$ cat src/rtl/paddle_ctrl.sv
// Paddle X position controller: turns left/right button levels into a clamped,
// accelerating paddle position, updated on a programmable move tick.
module paddle_ctrl #(
   parameter int X_W         = 9,
   parameter int SCREEN_W    = 320,
   parameter int PADDLE_W    = 40,
   parameter int X_RESET     = 140,
   parameter int TICK_DIV    = 4,
   parameter int MAX_SPEED   = 4,
   parameter int ACCEL_TICKS = 8
) (
   input  logic                           clk,
   input  logic                           reset,
   input  logic                           left,
   input  logic                           right,
   input  logic                           recentre,
   input  logic                           enable,
   output logic [X_W-1:0]                 x_left,
   output logic [X_W-1:0]                 x_right,
   output logic [$clog2(MAX_SPEED+1)-1:0] speed,
   output logic                           moving,
   output logic                           at_left_edge,
   output logic                           at_right_edge
);

   localparam int SPD_W  = $clog2(MAX_SPEED + 1);
   localparam int CNT_W  = (TICK_DIV > 1) ? $clog2(TICK_DIV) : 1;
   localparam int HOLD_W = $clog2(ACCEL_TICKS + 1);

   localparam logic [X_W:0]       XMAX     = (X_W+1)'(SCREEN_W - PADDLE_W);
   localparam logic [X_W:0]       XRST     = (X_W+1)'(X_RESET);
   localparam logic [SPD_W-1:0]   SPD_ONE  = SPD_W'(1);
   localparam logic [SPD_W-1:0]   SPD_MAX  = SPD_W'(MAX_SPEED);
   localparam logic [CNT_W-1:0]   CNT_LAST = CNT_W'(TICK_DIV - 1);

   if ((X_RESET > SCREEN_W - PADDLE_W) || (SCREEN_W >= (1 << X_W))) begin : g_bad_cfg
      $error("paddle_ctrl: X_RESET must fit the playfield and SCREEN_W must fit X_W bits");
   end

   typedef enum logic [1:0] {IDLE, MOVE_L, MOVE_R} state_t;

   state_t             state, state_n;
   logic [CNT_W-1:0]   tick_cnt, cnt_n;
   logic [HOLD_W-1:0]  hold, hold_n, hold_inc;
   logic [SPD_W-1:0]   spd_n, mv_spd;
   logic [X_W:0]       x_ext, x_n;
   logic               tick, dir_l, dir_r, same;

   always_comb begin
      dir_l    = left & ~right;
      dir_r    = right & ~left;
      tick     = enable && (tick_cnt == CNT_LAST);
      same     = ((state == MOVE_L) && dir_l) || ((state == MOVE_R) && dir_r);
      x_ext    = {1'b0, x_left};
      hold_inc = hold + HOLD_W'(1);
      state_n  = state;
      spd_n    = speed;
      hold_n   = hold;
      x_n      = x_ext;
      mv_spd   = SPD_ONE;
      cnt_n    = tick_cnt;

      if (enable) cnt_n = tick ? '0 : tick_cnt + CNT_W'(1);

      if (tick) begin
         if (!dir_l && !dir_r) begin
            state_n = IDLE;
            spd_n   = SPD_ONE;
            hold_n  = '0;
         end else begin
            // A fresh direction (from IDLE or a reversal) always moves at speed 1.
            if (same) begin
               mv_spd = speed;
               if (int'(hold_inc) >= ACCEL_TICKS - 1) begin
                  hold_n = '0;
                  spd_n  = (speed == SPD_MAX) ? speed : speed + SPD_ONE;
               end else begin
                  hold_n = hold_inc;
               end
            end else begin
               state_n = dir_l ? MOVE_L : MOVE_R;
               spd_n   = SPD_ONE;
               hold_n  = '0;
            end

            if (dir_l) x_n = (x_ext < (X_W+1)'(mv_spd)) ? '0 : x_ext - (X_W+1)'(mv_spd);
            else       x_n = (x_ext + (X_W+1)'(mv_spd) > XMAX) ? XMAX : x_ext + (X_W+1)'(mv_spd);

            // Touching a wall drops back to the slowest speed but keeps the direction.
            if ((dir_l && (x_n == '0)) || (dir_r && (x_n == XMAX))) begin
               spd_n  = SPD_ONE;
               hold_n = '0;
            end
         end
      end

      if (recentre) begin
         state_n = IDLE;
         x_n     = XRST;
         spd_n   = SPD_ONE;
         hold_n  = '0;
         cnt_n   = '0;
      end
   end

   always_ff @(posedge clk or posedge reset) begin
      if (reset) begin
         state         <= IDLE;
         tick_cnt      <= '0;
         hold          <= '0;
         speed         <= SPD_ONE;
         x_left        <= XRST[X_W-1:0];
         x_right       <= X_W'(X_RESET + PADDLE_W - 1);
         moving        <= 1'b0;
         at_left_edge  <= (X_RESET == 0);
         at_right_edge <= (X_RESET == SCREEN_W - PADDLE_W);
      end else begin
         state         <= state_n;
         tick_cnt      <= cnt_n;
         hold          <= hold_n;
         speed         <= spd_n;
         x_left        <= x_n[X_W-1:0];
         x_right       <= x_n[X_W-1:0] + X_W'(PADDLE_W - 1);
         moving        <= (state_n != IDLE);
         at_left_edge  <= (x_n == '0);
         at_right_edge <= (x_n == XMAX);
      end
   end

endmodule

$ cat config.mk
export PLATFORM = sky130hd
export DESIGN_NAME = paddle_ctrl
export DESIGN_NICKNAME = d
export VERILOG_FILES = /design/src/rtl/paddle_ctrl.sv
export SDC_FILE = /design/constraint.sdc
export NUM_CORES = 1
export LEC_CHECK = 0
export CAP_MARGIN = 20
export CORE_MARGIN = 10
export CORE_UTILIZATION = 53
export CTS_BUF_LIST = sky130_fd_sc_hd__clkbuf_2 sky130_fd_sc_hd__clkbuf_4 sky130_fd_sc_hd__clkbuf_8
export DETAILED_ROUTE_END_ITERATION = 6
export HOLD_SLACK_MARGIN = 0.06
export PLACE_DENSITY = 0.78
export SETUP_SLACK_MARGIN = 0.02
export SLEW_MARGIN = 20
export SYNTH_ARGS = -nofsm -noshare
export SYNTH_HDL_FRONTEND = slang
export SYNTH_SLANG_ARGS = --single-unit
$ cat constraint.sdc
create_clock -name clk -period 4.2 [get_ports clk]
set_clock_uncertainty 0.2 [all_clocks]
set_input_delay 0.84 -clock clk [delete_from_list [all_inputs] [get_ports clk]]
set_output_delay 0.84 -clock clk [all_outputs]
set_load 0.01 [all_outputs]
-- After elaboration in Yosys (flattened, before gate mapping)
Cells that the tools add are included.
- input bits: 6
- word-level logic and storage cells: 78
- flip-flop bits (word level): 32
- output and inout bits: 24
- add/sub/neg operators: 6
- muxes and demuxes: 32
- bitwise operators: 4
- reduce and logical (&&, ||, !) cells: 16
- magnitude comparators: 3
- eq/ne operators: 8
- operators by type and width (operator ; number):
    $mux 10 ; 8
    $mux 3 ; 10
    $mux 4 ; 6
    $eq 10x9->1 const B ; 2
    $logic_not 10->1 ; 2
    $mux 2 ; 8
    $add 9x3->10 ; 1
    $gt 10x9->1 const B ; 1
    $sub 9x3->10 ; 1
    $add 9x6->9 const B ; 1
    $lt 9x3->1 ; 1
    $logic_and 1x1->1 ; 6
    $reduce_bool 2->1 ; 3
    $ne 5x2->1 const B ; 1
    $ne 5x4->1 const B ; 1
    $add 4x1->4 const B ; 1
    $eq 2x2->1 const B ; 2
    $ge 4x3->1 const B ; 1
    $add 3x1->3 const B ; 1
    $eq 3x3->1 const B ; 1
    $reduce_and 3->1 ; 1
    $add 2x1->2 const B ; 1
    $and 1x1->1 ; 2
    $eq 2x1->1 const B ; 1
    3 further kinds ; 6

-- Depth between registers and ports, before layout
- word-level depth: 20
- gate-level depth with buffers: 23
- mapped depth without buffers: 20

-- Worst setup path after synthesis
OpenSTA, ideal clock, no wires.
- path type: input -> register
- from: input port right
- to: register x_right[8]
- cell stages on the path: 21
- arrival time: 4986 ps
- library setup time: 81 ps
- data required time: 3919 ps
- buffers on the path: 3
- path slack: -1067 ps
- cell sequence: inv_1 > ha_1 > buf_2 > nand2_1 > o21ai_0 > nand2_1 > fa_1 > buf_6 > o21ba_4 > nor3_2 > xnor2_1 > or4_1 > buf_2 > a31oi_1 > o31ai_1 > nand2_1 > ha_1 > nand2_1 > o21a_1 > o211ai_1 > xnor2_1
- word-level cells in the longest chain between the ends: 17
- elaborated cells on any way between the ends: 25
- classes of those cells: add/sub: 3; order compare: 2; mux: 11; bitwise: 3; reduce/logical: 6
- RTL lines (item ; RTL line ; RTL):
    from (decl) ; 15 ; input logic right,
    $not 1->1 ; 50 ; dir_l = left & ~right;
    $and 1x1->1 ; 50 ;
    $logic_and 1x1->1 ; 53 ; same = ((state == MOVE_L) && dir_l) || ((state == MOVE_R) && dir_r);
    $logic_or 1x1->1 ; 53 ;
    $mux 3 ; 72 ; if (same) begin
    $mux 3 ; 66 ; if (!dir_l && !dir_r) begin
    $mux 3 ; 65 ; if (tick) begin
    $add 9x3->10 ; 87 ; else x_n = (x_ext + (X_W+1)'(mv_spd) > XMAX) ? XMAX : x_ext + (X_W+1)'(mv_spd);
    $gt 10x9->1 ; 87 ;
    $mux 10 ; 87 ;
    $mux 10 ; 86 ; if (dir_l) x_n = (x_ext < (X_W+1)'(mv_spd)) ? '0 : x_ext - (X_W+1)'(mv_spd);
    $mux 10 ; 66 ;
    $mux 10 ; 65 ;
    $mux 10 (*) ; 66 ;
    $mux 10 (*) ; 65 ;
    $mux 10 (*) ; 97 ; if (recentre) begin
    $add 9x6->9 (*) ; 123 ; x_right <= x_n[X_W-1:0] + X_W'(PADDLE_W - 1);
    to (signal assigned) ; 113 ; x_right <= X_W'(X_RESET + PADDLE_W - 1);
    to (signal assigned) ; 123 ;
    to (decl) ; 19 ; output logic [X_W-1:0] x_right,
Every way passes the cells marked *; elsewhere a longest branch is shown, timed or not. The select of a mux whose other input is x is not followed.
A chain may end at the register's enable or synchronous reset.

-- Final worst setup path
- from: input port right
- to: register at_left_edge
- word-level cells in the longest chain between the ends: 17
- elaborated cells on any way between the ends: 25
- classes of those cells: add/sub: 2; order compare: 2; mux: 11; bitwise: 3; reduce/logical: 7
- RTL lines (item ; RTL line ; RTL):
    $not 1->1 ; 50 ;
    $and 1x1->1 ; 50 ;
    $logic_and 1x1->1 ; 53 ;
    $logic_or 1x1->1 ; 53 ;
    $mux 3 ; 72 ;
    $mux 3 ; 66 ;
    $mux 3 ; 65 ;
    $add 9x3->10 ; 87 ;
    $gt 10x9->1 ; 87 ;
    $mux 10 ; 87 ;
    $mux 10 ; 86 ;
    $mux 10 ; 66 ;
    $mux 10 ; 65 ;
    $mux 10 (*) ; 66 ;
    $mux 10 (*) ; 65 ;
    $mux 10 (*) ; 97 ;
    $logic_not 10->1 (*) ; 125 ; at_left_edge <= (x_n == '0);
    to (signal assigned) ; 115 ; at_left_edge <= (X_RESET == 0);
    to (signal assigned) ; 125 ;
    to (decl) ; 22 ; output logic at_left_edge,
Marked as above.

==> run_results.csv <==
group,metric,value,unit
outcome,status,"complete, but fails checks",
outcome,violations,"setup timing",
floorplan,die_area,7903,sq um
sta,slew_viol_final,0,
floorplan,dieHeight,88.90,um
placement,dp_slack,-1.004,ns
global_route,gr-total-overflow,0,
placement,io_buffers,29,
floorplan,io_pins,30,
synth,synth_edf_count,0,
synth,syn_inst,283,
global_route,antenna_found_initial,0,
power_and_ir_drop,p_comb_frac,0.138,
drt,wl_per_cell,18.73,um
placement,placed_area,3328,sq um
synth,syn_nets,306,
synth,avgSynthCellArea,8.891,sq um
power_and_ir_drop,netSwitchingFraction,0.2504,
sta,clock.fmax,233.7,MHz
global_route,grt_pass1_vias,2586,
clocking,cts_hold_buf,0,
drt,drcViolationCount,0,
clocking,cts_root_buf,"clkbuf_8",
global_route,grt_pass1_wl,12750,um
floorplan,rows,25,
worst_setup_path,cp_cell_sequence,"buf_8 -> buf_12 -> inv_12 -> ha_4 -> nand2_4 -> o21ai_4 -> nand2_4 -> buf_4 -> inv_1 -> ha_2 -> nor2_4 -> a211oi_2 -> nor2_2 -> or4_4 -> a31oi_4 -> o31ai_4 -> nand2_2 -> ha_1 -> o41ai_1 -> nor3_1 -> nand3_1 -> nor4_2",
placement,hpwl,5844,um
worst_setup_path,critPathTopFamily,"simple AND/OR/NAND/NOR gates",
worst_setup_path,critPathBufInv,5,
cells_and_area,design_area,3734,sq um
sta,timing.hold.ws,0.3151,ns
drt,postRouteAntennaNets,0,
sta,tns,-0.1787,ns
worst_setup_path,critical_path_class,"input port to flop",
power_and_ir_drop,intPower,0.4837,mW
worst_setup_path,crit_required,4.20,ns
worst_setup_path,start_kind,"input port",
power_and_ir_drop,p_per_area,172.8,nW/um^2
synth,synth_area_leader_cell,"dfrtp_1",
power_and_ir_drop,power_frac_seq,0.492,
cells_and_area,fin_nets,397,
worst_hold_path,hold_path_class,"flop to flop",
power_and_ir_drop,power.leakage,1.629,nW
worst_setup_path,crit_top_cell,"nand2_4",
clocking,cts_made_buffers,5,
sta,rsz0062_at_grt,"true",
sta,fin_ws,-0.07841,ns
worst_setup_path,crit_arrival,4.27,ns
placement,dp.cells,408,
synth,async_flop_share,1.000,
floorplan,start_util,0.5399,
synth,synth.ff_latch_count,32,
clocking,clk_path_buf_depth,2,
sta,finalHoldViolations,0,
cells_and_area,area_growth,48.38,%
clocking,clk_pin_slew,0.07,ns
clocking,clk_latency,0.29,ns
sta,setup_viol,5,
synth,ys_types,71,
synth,ys.flop_type,"dfrtp_1",
worst_setup_path,slowest_stage,"or4_4",
synth,synth_top_area_share,0.2287,
drt,num_vias,2625,
power_and_ir_drop,p_sw,0.1616,mW
synth,synth-seq-area-share,0.3227,
cells_and_area,fill_cells,291,
global_route,grt_use_total,0.2062,
cells_and_area,n_antenna_cell,0,
synth,ys_top_cells_by_area,"dfrtp_1, dfstp_2, ha_1, nand2_1, xnor2_1",
sta,fin_crit_sh,1.019,
synth,synthesis.area,2516,sq um
drt,firstDrtPassIters,5,
worst_setup_path,worstSetupEndpointType,"flop",
floorplan,die_w,88.90,um
sta,maxSlewHeadroom,0.4353,
power_and_ir_drop,peakVddDrop,0.1918,mV
synth,synth_warnings,0,
worst_setup_path,ff2ff_setup_slack,0.29,ns
cells_and_area,drive_gt1_frac,0.3973,
worst_setup_path,slowest_delay,0.59,ns
sta,tightest_slew,0.8462,ns
clocking,cts_tree,"yes",
drt,wirelength,8034,um
worst_setup_path,crit_fanout,4,
cells_and_area,stdcell_count,429,
flow_run,maxCapViolCount,0,
drt,routed_via_density,6.119,
clocking,htree_levels,2,
floorplan,core,4661,sq um
placement,gp_congestion,0.9555,
global_route,grt_max_degree,25,
power_and_ir_drop,pwr-share-clk,0.370,
sta,min_period,4.278,ns
drt,drt_iter0_drc,311,
clocking,cts_sinks,32,
-- placed cells by master (no fill, tap or decap), types with 3 or more instances in the layout --
master / Yosys / routed
a211o_1: 3 / 3
a211oi_2: 2 / 3
a21oi_1: 13 / 12
a22oi_1: 4 / 3
and3_1: 4 / 4
buf_4: 1 / 65
buf_6: 1 / 3
clkbuf_8: 0 / 5
clkdlybuf4s50_1: 0 / 27
dfrtp_1: 23 / 23
dfstp_2: 9 / 9
ha_1: 15 / 8
ha_4: 0 / 6
inv_1: 21 / 17
inv_2: 1 / 4
nand2_1: 31 / 26
nand2_4: 0 / 4
nand3_1: 8 / 7
nand3b_1: 3 / 3
nor2_1: 21 / 16
nor2_2: 0 / 4
nor3_1: 9 / 9
nor3b_1: 3 / 3
o21ai_0: 12 / 6
o21ai_1: 1 / 4
o21ai_2: 1 / 3
or3_1: 5 / 4
xnor2_1: 13 / 12
xor2_1: 5 / 5
-- power by group through the flow --
stage / clock (mW) / combinational, mW / sequential, mW
after floorplan: 0 / 0.0444 / 0.322
after global placement: 0 / 0.0781 / 0.322
after detailed placement: 0 / 0.0791 / 0.322
after CTS: 0.245 / 0.0853 / 0.317
after global routing: 0.261 / 0.0969 / 0.318
final: 0.239 / 0.0890 / 0.317
-- registers in the layout, indices dropped and copies added (netlist names) --
name	cells
x_left	9
x_right	9
hold	4
speed	3
state	2
tick_cnt	2
at_left_edge	1
at_right_edge	1
moving	1
-- cell usage after synthesis (all sizes together), types with 8 or more instances --
library cell	count
a21oi	13
buf	8
dfrtp	23
dfstp	9
ha	15
inv	22
nand2	31
nand3	8
nor2	21
nor3	10
o21ai	15
xnor2	13
-- final timing paths --
check                                    start                     end  depth (start not counted)
max in group asynchronous                reset      state[1]$_DFF_PP0_                          3
min reg2reg                hold[3]$_DFFE_PP0P_     hold[3]$_DFFE_PP0P_                          1
min in group asynchronous                reset    x_right[8]$_DFF_PP0_                          2
min                        hold[3]$_DFFE_PP0P_     hold[3]$_DFFE_PP0P_                          1
max                                      right  at_left_edge$_DFF_PP0_                         22
max reg2reg                 state[0]$_DFF_PP0_  at_left_edge$_DFF_PP0_                         18
-- layer usage --
metal / global-route usage / wire length [um] / share of wire / up-vias
met1: 0.2557 / 3227 / 0.40 / 1255
li1: - / - / - / 1205
met2: 0.3291 / 3894 / 0.48 / 142
met3: 0.06108 / 730 / 0.091 / 23
met5: 0 / 0 / 0 / -
met4: 0.07783 / 181 / 0.023 / 0
-- cell families (layout without fill, tap and decap cells) --
group / Yosys count / after routing / share of synthesized area
AO/OA/AOI/OAI: 78 / 78 / 0.2551
XOR/XNOR: 18 / 18 / 0.06265
adder cells (fa/ha/maj): 17 / 17 / 0.09050
buffers and inverters: 35 / 127 / 0.06017
flip-flops: 32 / 32 / 0.3227
multiplexers: 1 / 1 / 0.003978
AND/OR/NAND/NOR: 102 / 102 / 0.2049
-- metrics by stage --
stage                     power (mW)  utilization
final                         0.6452       0.8011
after global routing          0.6758       0.8011
after CTS                     0.6478       0.7656
after detailed placement      0.4016       0.7141
after global placement        0.4003       0.7141
after floorplan               0.3663            -
-- final cells by class --
cell class / count / area, sq um / share of cell area
clock inverter: 1 / 5.005 / 0.001340
multi-input combinational: 216 / 1843 / 0.4936
tap: 54 / 67.56 / 0.01810
timing repair buffer: 97 / 827.0 / 0.2215
sequential: 32 / 812.0 / 0.2175
clock buffer: 7 / 83.83 / 0.02245
inverter: 22 / 95.09 / 0.02547
-- repair_timing --
action,4_1_cts,5_1_grt
endpoints found under the setup margin,24,15
setup buffers,7,6
pin swaps,16,25
gates resized for setup,31,30
endpoints found under the hold margin,0,0
Power figures use the tool's default switching activity.
